$ cat config.mk
export PLATFORM = sky130hd
export DESIGN_NAME = mult_div_unit
export DESIGN_NICKNAME = d
export VERILOG_FILES = /design/src/rtl/mult_div_unit.sv
export SDC_FILE = /design/constraint.sdc
export NUM_CORES = 1
export LEC_CHECK = 0
export CORE_ASPECT_RATIO = 1.4
export CORE_MARGIN = 5
export CORE_UTILIZATION = 25
export CTS_BUF_LIST = sky130_fd_sc_hd__clkbuf_4 sky130_fd_sc_hd__clkbuf_8
export DETAILED_ROUTE_END_ITERATION = 8
export PLACE_DENSITY_LB_ADDON = 0.25
export SYNTH_ARGS = -nofsm -noshare
export SYNTH_HDL_FRONTEND = slang
export SYNTH_SLANG_ARGS = --single-unit
$ cat constraint.sdc
create_clock -name clk -period 6.3 [get_ports clk]
set_clock_uncertainty 0.1 [all_clocks]
set_input_delay 1.26 -clock clk [delete_from_list [all_inputs] [get_ports clk]]
set_output_delay 1.26 -clock clk [all_outputs]
set_load 0.005 [all_outputs]
$ cat src/rtl/mult_div_unit.sv
// Iterative multiply/divide unit: one shift-add or restoring shift-subtract step per cycle,
// holding the architectural HI/LO registers and accepting MTHI/MTLO writes while idle.
module mult_div_unit #(
  parameter int unsigned WIDTH = 32
) (
  input  logic             clk,
  input  logic             rst_n,
  input  logic             start,
  input  logic [1:0]       op,
  input  logic [WIDTH-1:0] rs_val,
  input  logic [WIDTH-1:0] rt_val,
  input  logic             mthi,
  input  logic             mtlo,
  input  logic [WIDTH-1:0] wdata,
  output logic             busy,
  output logic             done,
  output logic [WIDTH-1:0] hi,
  output logic [WIDTH-1:0] lo
);

  localparam int unsigned CntW = $clog2(WIDTH);

  typedef enum logic [1:0] {StIdle, StCalc, StFix} state_e;

  state_e              state_q, state_d;
  logic [CntW-1:0]     cnt_q, cnt_d;
  logic                is_div_q, is_div_d;
  logic                neg_res_q, neg_res_d;
  logic                neg_rem_q, neg_rem_d;
  // acc: running partial product (upper half) or partial remainder
  logic [WIDTH-1:0]    acc_q, acc_d;
  // quo: multiplier shifting out / dividend shifting out and quotient shifting in
  logic [WIDTH-1:0]    quo_q, quo_d;
  // opnd: multiplicand or divisor (magnitude)
  logic [WIDTH-1:0]    opnd_q, opnd_d;
  logic [WIDTH-1:0]    hi_q, hi_d;
  logic [WIDTH-1:0]    lo_q, lo_d;
  logic                done_q, done_d;

  logic                signed_op;
  logic                rs_neg, rt_neg;
  logic [WIDTH-1:0]    rs_abs, rt_abs;
  logic [WIDTH:0]      mul_sum;
  logic [WIDTH:0]      div_shift;
  logic [WIDTH+1:0]    div_diff;
  logic [2*WIDTH-1:0]  prod, prod_fix;
  logic [WIDTH-1:0]    quot_fix, rem_fix;

  assign signed_op = ~op[0];
  assign rs_neg    = signed_op & rs_val[WIDTH-1];
  assign rt_neg    = signed_op & rt_val[WIDTH-1];
  assign rs_abs    = rs_neg ? -rs_val : rs_val;
  assign rt_abs    = rt_neg ? -rt_val : rt_val;

  assign mul_sum   = {1'b0, acc_q} + (quo_q[0] ? {1'b0, opnd_q} : '0);
  assign div_shift = {acc_q, quo_q[WIDTH-1]};
  assign div_diff  = {1'b0, div_shift} - {2'b00, opnd_q};

  assign prod      = {acc_q, quo_q};
  assign prod_fix  = neg_res_q ? -prod : prod;
  assign quot_fix  = neg_res_q ? -quo_q : quo_q;
  assign rem_fix   = neg_rem_q ? -acc_q : acc_q;

  // Next-state: launch/MT writes in idle, one iteration per cycle, sign fix-up and writeback.
  always_comb begin
    state_d   = state_q;
    cnt_d     = cnt_q;
    is_div_d  = is_div_q;
    neg_res_d = neg_res_q;
    neg_rem_d = neg_rem_q;
    acc_d     = acc_q;
    quo_d     = quo_q;
    opnd_d    = opnd_q;
    hi_d      = hi_q;
    lo_d      = lo_q;
    done_d    = 1'b0;
    unique case (state_q)
      StIdle: begin
        if (mthi) hi_d = wdata;
        if (mtlo) lo_d = wdata;
        if (start) begin
          state_d   = StCalc;
          cnt_d     = '0;
          is_div_d  = op[1];
          // Divide by zero leaves the quotient as all ones, so it must not be negated.
          neg_res_d = (rs_neg ^ rt_neg) & ~(op[1] & (rt_val == '0));
          neg_rem_d = op[1] & rs_neg;
          acc_d     = '0;
          quo_d     = op[1] ? rs_abs : rt_abs;
          opnd_d    = op[1] ? rt_abs : rs_abs;
        end
      end
      StCalc: begin
        if (is_div_q) begin
          acc_d = div_diff[WIDTH+1] ? div_shift[WIDTH-1:0] : div_diff[WIDTH-1:0];
          quo_d = {quo_q[WIDTH-2:0], ~div_diff[WIDTH+1]};
        end else begin
          acc_d = mul_sum[WIDTH:1];
          quo_d = {mul_sum[0], quo_q[WIDTH-1:1]};
        end
        cnt_d = cnt_q + CntW'(1);
        if (cnt_q == CntW'(WIDTH - 1)) state_d = StFix;
      end
      StFix: begin
        state_d = StIdle;
        cnt_d   = '0;
        done_d  = 1'b1;
        if (is_div_q) begin
          hi_d = rem_fix;
          lo_d = quot_fix;
        end else begin
          {hi_d, lo_d} = prod_fix;
        end
      end
      default: state_d = StIdle;
    endcase
  end

  // State registers; reset discards any in-flight operation.
  always_ff @(posedge clk or negedge rst_n) begin
    if (!rst_n) begin
      state_q   <= StIdle;
      cnt_q     <= '0;
      is_div_q  <= 1'b0;
      neg_res_q <= 1'b0;
      neg_rem_q <= 1'b0;
      acc_q     <= '0;
      quo_q     <= '0;
      opnd_q    <= '0;
      hi_q      <= '0;
      lo_q      <= '0;
      done_q    <= 1'b0;
    end else begin
      state_q   <= state_d;
      cnt_q     <= cnt_d;
      is_div_q  <= is_div_d;
      neg_res_q <= neg_res_d;
      neg_rem_q <= neg_rem_d;
      acc_q     <= acc_d;
      quo_q     <= quo_d;
      opnd_q    <= opnd_d;
      hi_q      <= hi_d;
      lo_q      <= lo_d;
      done_q    <= done_d;
    end
  end

  assign busy = (state_q != StIdle);
  assign done = done_q;
  assign hi   = hi_q;
  assign lo   = lo_q;

endmodule

### Word level (Yosys, flattened, before mapping)

Cells that the tools add are included.

* logic and storage cells: 74
* output and inout port bits: 66
* input bits: 103
* register bits after elaboration: 171

* muxes and demuxes: 27
* reduce and logical (&&, ||, !) cells: 12
* equality and inequality tests: 7
* bitwise logic cells: 9
* $add $sub $neg: 8

Operators with widths (count)
* $mux W32: 16
* $pmux W32 S2: 4
* $neg A32 Y32: 4
* $mux W64: 1
* $neg A64 Y64: 1
* $sub A33 B32 Y34: 1
* $add A32 B32 Y33: 1
* $logic_not A32 Y1: 1
* $pmux W5 S3: 1
* $reduce_and A2 Y1: 6
* $ne A2 B2 Y1 const B: 4
* $reduce_bool A2 Y1: 3
* $add A5 B1 Y5 const B: 1
* $and A1 B1 Y1: 5
* $eq A5 B5 Y1 const B: 1
* $mux W5: 1
* $mux W2: 2
* $pmux W2 S2: 1
* $not A1 Y1: 3
* $reduce_bool A3 Y1: 1
* $eq A2 B1 Y1 const B: 1
* $eq A2 B2 Y1 const B: 1
* $logic_not A2 Y1: 1
* $mux W1: 1
* $xor A1 B1 Y1: 1

### Logic depth before layout (Yosys ltp)

Gate-level depths: netlist (run 1).

* word-level depth: 6
* mapped depth: 15
* depth with buffers taken out: 14

### Least setup slack after synthesis (run 1)

OpenSTA, ideal clock, no wires.

* kind: input -> register
* start: input port rs_val[4]
* end: register quo_q[29]
* buffers on the path: 0
* data required time: 6135 ps
* arrival time: 3367 ps
* setup time: 65 ps
* stages: 9
* setup slack: 2768 ps
* cells stage by stage: nor4_1 -> nand4_1 -> nor3_1 -> and4bb_2 -> nor2b_1 -> nor2_1 -> xnor2_1 -> a211oi_1 -> o22a_1

* word-level cells in the longest chain between the ends: 5

Ends and longest elaborated chain
* start, declared: line 10 `input logic [WIDTH-1:0] rs_val,`
* $neg A32 Y32: line 52 `assign rs_abs = rs_neg ? -rs_val : rs_val;`
* $mux W32: line 52
* $mux W32: line 89 `quo_d = op[1] ? rs_abs : rt_abs;`
* $mux W32: line 81 `if (start) begin`
* $pmux W32 S2: line 77 `unique case (state_q)`
* end signal, assigned: line 140 `quo_q <= quo_d;`
* end, declared: line 33 `logic [WIDTH-1:0] quo_q, quo_d;`

No other way between the ends. The select of a mux whose other input is x is not followed.
A chain may end at the register's enable or synchronous reset.

### Final worst setup path (run 1)

* start: register quo_q[0]
* end: register acc_q[28]

* word-level cells in the longest chain between the ends: 4

Ends and longest elaborated chain
* $mux W32: line 55 `assign mul_sum = {1'b0, acc_q} + (quo_q[0] ? {1'b0, opnd_q} : '0);`
* $add A32 B32 Y33: line 55
* $mux W32: line 94 `if (is_div_q) begin`
* $pmux W32 S2: line 77
* end signal, assigned: line 127 `acc_q <= '0;`
* end signal, assigned: line 139 `acc_q <= acc_d;`
* end, declared: line 31 `logic [WIDTH-1:0] acc_q, acc_d;`

No other way between the ends.

==> impl_metrics.json, run 1 <==
{
  "cts_setup_buffers": 0,
  "first_iter_violations": 869,
  "syn_area_per_cell_um2": 7.68,
  "slew_viol_final": 0,
  "cp_common_cell": "o21ai_0",
  "yosysSeqAreaShare": 0.293,
  "routedWlPerCell_um": 20.1,
  "clock_latency_ns": 0.49,
  "drv_cap": 0,
  "setup_viol": 0,
  "gp_congestion": 0.887,
  "antenna_found_initial": 1,
  "ys_ff_latch": 171,
  "pre_cts_slack_ns": 1.81,
  "dp_hpwl_mm": 43.9,
  "synth_top_area_cell": "dfrtp_1",
  "fin_tns_setup_ns": 0,
  "cts_max_level": 4,
  "dieArea_um2": 63400,
  "first_pass_iters": 5,
  "cp.required_ns": 6.54,
  "hold_viol": 0,
  "drive_gt1_frac": 0.0469,
  "numCtsBuffers": 17,
  "synth_area_um2": 14600,
  "max_freq_ghz": 0.231,
  "cpMaxStageDelayCell": "dfrtp_1",
  "num_rows": 104,
  "drc_errors": 0,
  "yosysMostFrequentCell": "nor2_1",
  "vias": 14300,
  "rsz0062_at_grt": "no",
  "synth_edf_count": 0,
  "overflow": 0,
  "core_area_um2": 57600,
  "dp_cells": 2713,
  "yosys-top-cells-count": "nor2_1 (244), a21oi_1 (221), nand2_1 (201)",
  "io_buffers": 168,
  "finalCritPeriodShare": 0.688,
  "critical_path_class": "flop to flop",
  "dominantRegCellSynth": "dfrtp_1",
  "die_y_um": 296,
  "grt_max_degree": 86,
  "hold_buffers": 0,
  "wl_mm": 55.3,
  "die_w_um": 214,
  "tightest_slew_ns": 1.07,
  "hp-class": "flop to flop",
  "period_needed_ns": 4.33,
  "grt_pass1_wl_mm": 84.4,
  "arrival_ns": 4.58,
  "post_layout_nonfiller_instances": 2746,
  "synth_top_area_frac": 0.293,
  "crit_path_start_kind": "flop",
  "synthArstFlopShare": 1.00,
  "power.static_leakage_nw": 7.13,
  "outcome": "finished, final reports clean",
  "cts_resized": 0,
  "top_level_ports": 169,
  "ant_nets": 0,
  "syn2layout_area_growth_pct": 18.8,
  "peakVddDrop_mv": 0.298,
  "cts_tree": "built",
  "ys_warn_count": 0,
  "track_usage": 0.169,
  "endpoint_kind": "flop",
  "finalNetCount": 2165,
  "clkSinkCount": 171,
  "syn_inst": 1899,
  "power_density_nw_per_um2": 539,
  "grt_pass1_vias": 14000,
  "slowest_delay_ns": 0.51,
  "syn-num-nets": 2074,
  "relSlewSlack": 0.284,
  "root_buffer": "clkbuf_8",
  "path_cells": "inv_1 -> buf_4 -> nor2_1 -> ha_1 -> a211oi_1 -> o21ai_0 -> o21ai_0 -> a21oi_1 -> a21oi_1 -> o21ai_0 -> buf_4 -> a32o_1 -> o41ai_1 -> xor2_1 -> o221ai_1",
  "cts.reportedPaths.clkPinSlew_ns": 0.11,
  "start_util": 0.253,
  "clock_path_buffers": 2,
  "ys_top_cells_by_area": "dfrtp_1 (29%), a21oi_1 (7.6%), nor2_1 (6.3%)",
  "finalWorstSetupSlack_ns": 1.97,
  "cp_max_fo": 30,
  "yosysUniqueCellTypes": 73,
  "routed_via_density": 5.20
}
[final cells by class]
class                      count  area (um2)
inverter                      58         218
clock inverter                13         151
antenna                        1        2.50
sequential                   171        4280
tap                          742         928
multi-input combinational   1556        9680
fill                        6189       40300
timing repair buffer         186        1810
clock buffer                  19         255
[power by group]
part	switching (mW)	total [mW]	internal, mW
registers	0.812	2.45	1.64
clock network	0.499	0.847	0.348
logic	3.39	6.04	2.66
total	4.70	9.34	4.64
[worst paths after layout]
path / startpoint / end / slack [ns] / cells after the start
max in group asynchronous: rst_n / lo[22]$_DFFE_PN0P_ / 4.20 / 2
worst min register to register: hi[19]$_DFFE_PN0P_ / hi[19]$_DFFE_PN0P_ / 0.39 / 2
worst max register to register: quo_q[0]$_DFFE_PN0P_ / acc_q[28]$_DFFE_PN0P_ / 1.97 / 15
min in group asynchronous: rst_n / opnd_q[25]$_DFFE_PN0P_ / 0.72 / 1
worst max-delay path: quo_q[0]$_DFFE_PN0P_ / acc_q[28]$_DFFE_PN0P_ / 1.97 / 15
worst min-delay path: hi[19]$_DFFE_PN0P_ / hi[19]$_DFFE_PN0P_ / 0.39 / 2
[worst max-delay path, delay by kind of cell, from the launching register on]
family	cells	cell delay, ns
fa+ha+maj	1	0.24
compound gates	9	2.37
flops	1	0.51
simple gates	1	0.10
buf+inv	3	0.64
xor+xnor	1	0.24
[kinds of logic (layout without fill, tap and decap cells)]
logic type | after synthesis | in the layout | share of synthesized area
adders and majority gates | 72 | 72 | 0.0628
and+or+nand+nor | 622 | 622 | 0.192
xor gates and xnor gates | 167 | 167 | 0.100
other | 0 | 1 | 0
DFF | 171 | 171 | 0.293
buffers and inverters | 172 | 276 | 0.0451
AOI/OAI and AO/OA | 632 | 632 | 0.263
muxes | 63 | 63 | 0.0441
[flip-flops by register name, summed over array words and instances, names as in the netlist]
name,flops
done,1
hi,32
state_q,2
acc_q,32
cnt_q,5
neg_res_q,1
neg_rem_q,1
opnd_q,32
lo,32
is_div_q,1
quo_q,32
[per-stage QoR]
stage | util | instance area (um2) | hold slack (ns) | power (mW)
2_1_floorplan | - | 14600 | 0.350 | 6.50
3_3_place_gp | 0.294 | 16900 | 0.362 | 8.41
3_5_place_dp | 0.294 | 16900 | 0.368 | 8.50
4_1_cts | 0.301 | 17300 | 0.391 | 9.36
5_1_grt | 0.301 | 17300 | 0.403 | 10.2
6_report | 0.301 | 17300 | 0.386 | 9.34
[metal layers]
metal / GRT usage / vias up / wire length [um]
li1: - / 6976 / -
met1: 0.209 / 6866 / 23900
met2: 0.301 / 361 / 27000
met3: 0.0209 / 73 / 2160
met4: 0.0687 / 0 / 2250
met5: 0 / - / 0
[layout by cell type, fill, tap and decap left out, drive strengths merged, types with 21 or more instances in the layout]
master,instances
a21o,31
nor2,245
nor3,27
o21ai,181
clkdlybuf4s50,166
dfrtp,171
a21oi,221
a22oi,21
ha,70
xnor2,85
o31ai,44
xor2,82
inv,66
nand2,201
mux2i,53
Note: power is estimated with default switching activity, not from simulation.
==> run 2, diff against run 1 <==
==> constraint.sdc (replaced) <==
create_clock -name clk -period 4.3 [get_ports clk]
set_clock_uncertainty 0.1 [all_clocks]
set_input_delay 0.86 -clock clk [delete_from_list [all_inputs] [get_ports clk]]
set_output_delay 0.86 -clock clk [all_outputs]
set_load 0.005 [all_outputs]
==> impl_metrics.json, run 2 (synthesis gave the netlist of run 1 again) <==
{
  "outcome": "finished, final reports clean",
  "cpMaxStageDelayCell": "dfrtp_1",
  "final_util": 0.305,
  "startpoint": "quo_q[0]$_DFFE_PN0P_",
  "hp-class": "input pin to asynchronous set/reset pin",
  "wl_mm": 56.8,
  "cts_setup_buffers": 0,
  "die_y_um": 296,
  "reg2reg_from": "quo_q[0]$_DFFE_PN0P_",
  "slowest_delay_ns": 0.43,
  "cp.required_ns": 4.60,
  "grt_pass1_vias": 14100,
  "num_rows": 104,
  "dp_hpwl_mm": 45.4,
  "finalCritPeriodShare": 0.918,
  "drc_errors": 0,
  "die_w_um": 214,
  "peakVddDrop_mv": 0.313,
  "root_buffer": "clkbuf_8",
  "fin_tns_setup_ns": 0,
  "post_layout_nonfiller_instances": 2776,
  "register_area_um2": 4280,
  "final_common_cell": "nor2_1",
  "antenna_found_initial": 2,
  "p_total_mw": 13.9,
  "critPathBufInv": 3,
  "critical_path_class": "flop to flop",
  "endpoint_kind": "flop",
  "worstSetupEndpoint": "acc_q[27]$_DFFE_PN0P_",
  "track_usage": 0.175,
  "drv_cap": 0,
  "top_level_ports": 169,
  "cp_max_fo": 7,
  "max_freq_ghz": 0.253,
  "cts.reportedPaths.clkPinSlew_ns": 0.11,
  "numCtsBuffers": 17,
  "cts_max_level": 4,
  "first_iter_violations": 891,
  "setup_viol": 0,
  "dp_cells": 2742,
  "rsz0062_at_grt": "no",
  "nFillCells": 6180,
  "cp_common_cell": "a21oi_1",
  "first_pass_iters": 5,
  "ant_nets": 0,
  "arrival_ns": 4.24,
  "pre_cts_slack_ns": 0.361,
  "clkSinkCount": 171,
  "dieArea_um2": 63400,
  "multi_input_area_um2": 9680,
  "routedWlPerCell_um": 20.5,
  "r2r_setup_slack_ns": 0.35,
  "period_needed_ns": 3.95,
  "overflow": 0,
  "grt_max_degree": 85,
  "cts_resized": 0,
  "hold_viol": 0,
  "syn2layout_area_growth_pct": 20.3,
  "most-common-layout-cells": "nor2_1 (244), a21oi_1 (221), nand2_1 (200)",
  "clock_path_buffers": 2,
  "vias": 14300,
  "routed_via_density": 5.17,
  "power.static_leakage_nw": 7.27,
  "reg2reg_depth": 15,
  "cts_tree": "built",
  "power_density_nw_per_um2": 794,
  "timing.rr.end": "acc_q[27]$_DFFE_PN0P_",
  "slew_viol_final": 0,
  "core_area_um2": 57600,
  "path_cells": "inv_1 -> buf_4 -> nor2_1 -> ha_1 -> a21oi_1 -> nand2_1 -> o21ai_0 -> buf_4 -> o211ai_1 -> a31o_2 -> a221o_1 -> a211o_1 -> a21oi_1 -> a21oi_1 -> o311a_1",
  "clock_latency_ns": 0.51,
  "path_delay_family": "compound AO/OA/AOI/OAI gates",
  "start_util": 0.253,
  "finalWorstSetupSlack_ns": 0.352,
  "tightest_slew_ns": 1.05,
  "drive_gt1_frac": 0.0600,
  "relSlewSlack": 0.296,
  "finalNetCount": 2194,
  "io_buffers": 168,
  "grt_pass1_wl_mm": 87.0,
  "crit_path_start_kind": "flop",
  "hold_buffers": 0,
  "worstSetupPathDepth": 15,
  "gp_congestion": 0.904
}
run 2: metal layers:
metal  vias to the layer above  global-route usage  share of wire
met5                         -                   0              0
met4                         0              0.0616          0.032
met3                        59              0.0237          0.046
met2                       387               0.315           0.50
met1                      6876               0.216           0.42
li1                       7024                   -              -
run 2: how the worst min path moves through the flow:
stage                           start                      to  slack [ns]  depth (start not counted)
6_report                        rst_n   neg_res_q$_DFFE_PN0P_        0.26                          1
5_1_grt                         rst_n  opnd_q[22]$_DFFE_PN0P_        0.31                          1
4_1_cts                         rst_n    quo_q[8]$_DFFE_PN0P_        0.30                          1
3_5_place_dp       hi[10]$_DFFE_PN0P_      hi[10]$_DFFE_PN0P_        0.37                          2
3_3_place_gp       hi[19]$_DFFE_PN0P_      hi[19]$_DFFE_PN0P_        0.36                          2
2_1_floorplan  opnd_q[10]$_DFFE_PN0P_  opnd_q[10]$_DFFE_PN0P_        0.35                          2
run 2: power by group:
group	leakage, nW	total, mW	internal, mW	switching (mW)
combinational	4.99	9.29	4.05	5.24
sequential	2.09	3.46	2.40	1.06
clock	0.198	1.20	0.441	0.758
total	7.27	13.9	6.89	7.06
run 2: final cells by class:
| type | instances | area share |
|---|---|---|
| multi-input cells | 1556 | 0.551 |
| flip-flops and latches | 171 | 0.244 |
| repair buffers | 215 | 0.117 |
| well taps | 742 | 0.0529 |
| clock buffers | 18 | 0.0138 |
| inverters | 58 | 0.0124 |
| clock inverters | 14 | 0.00855 |
| diodes | 2 | 0.000285 |
run 2: through the flow:
step	hold slack, ns	area [um2]
after CTS	0.301	17600
after floorplan	0.350	14600
after detailed placement	0.367	17200
after global routing	0.315	17600
after global placement	0.362	17200
final	0.264	17600
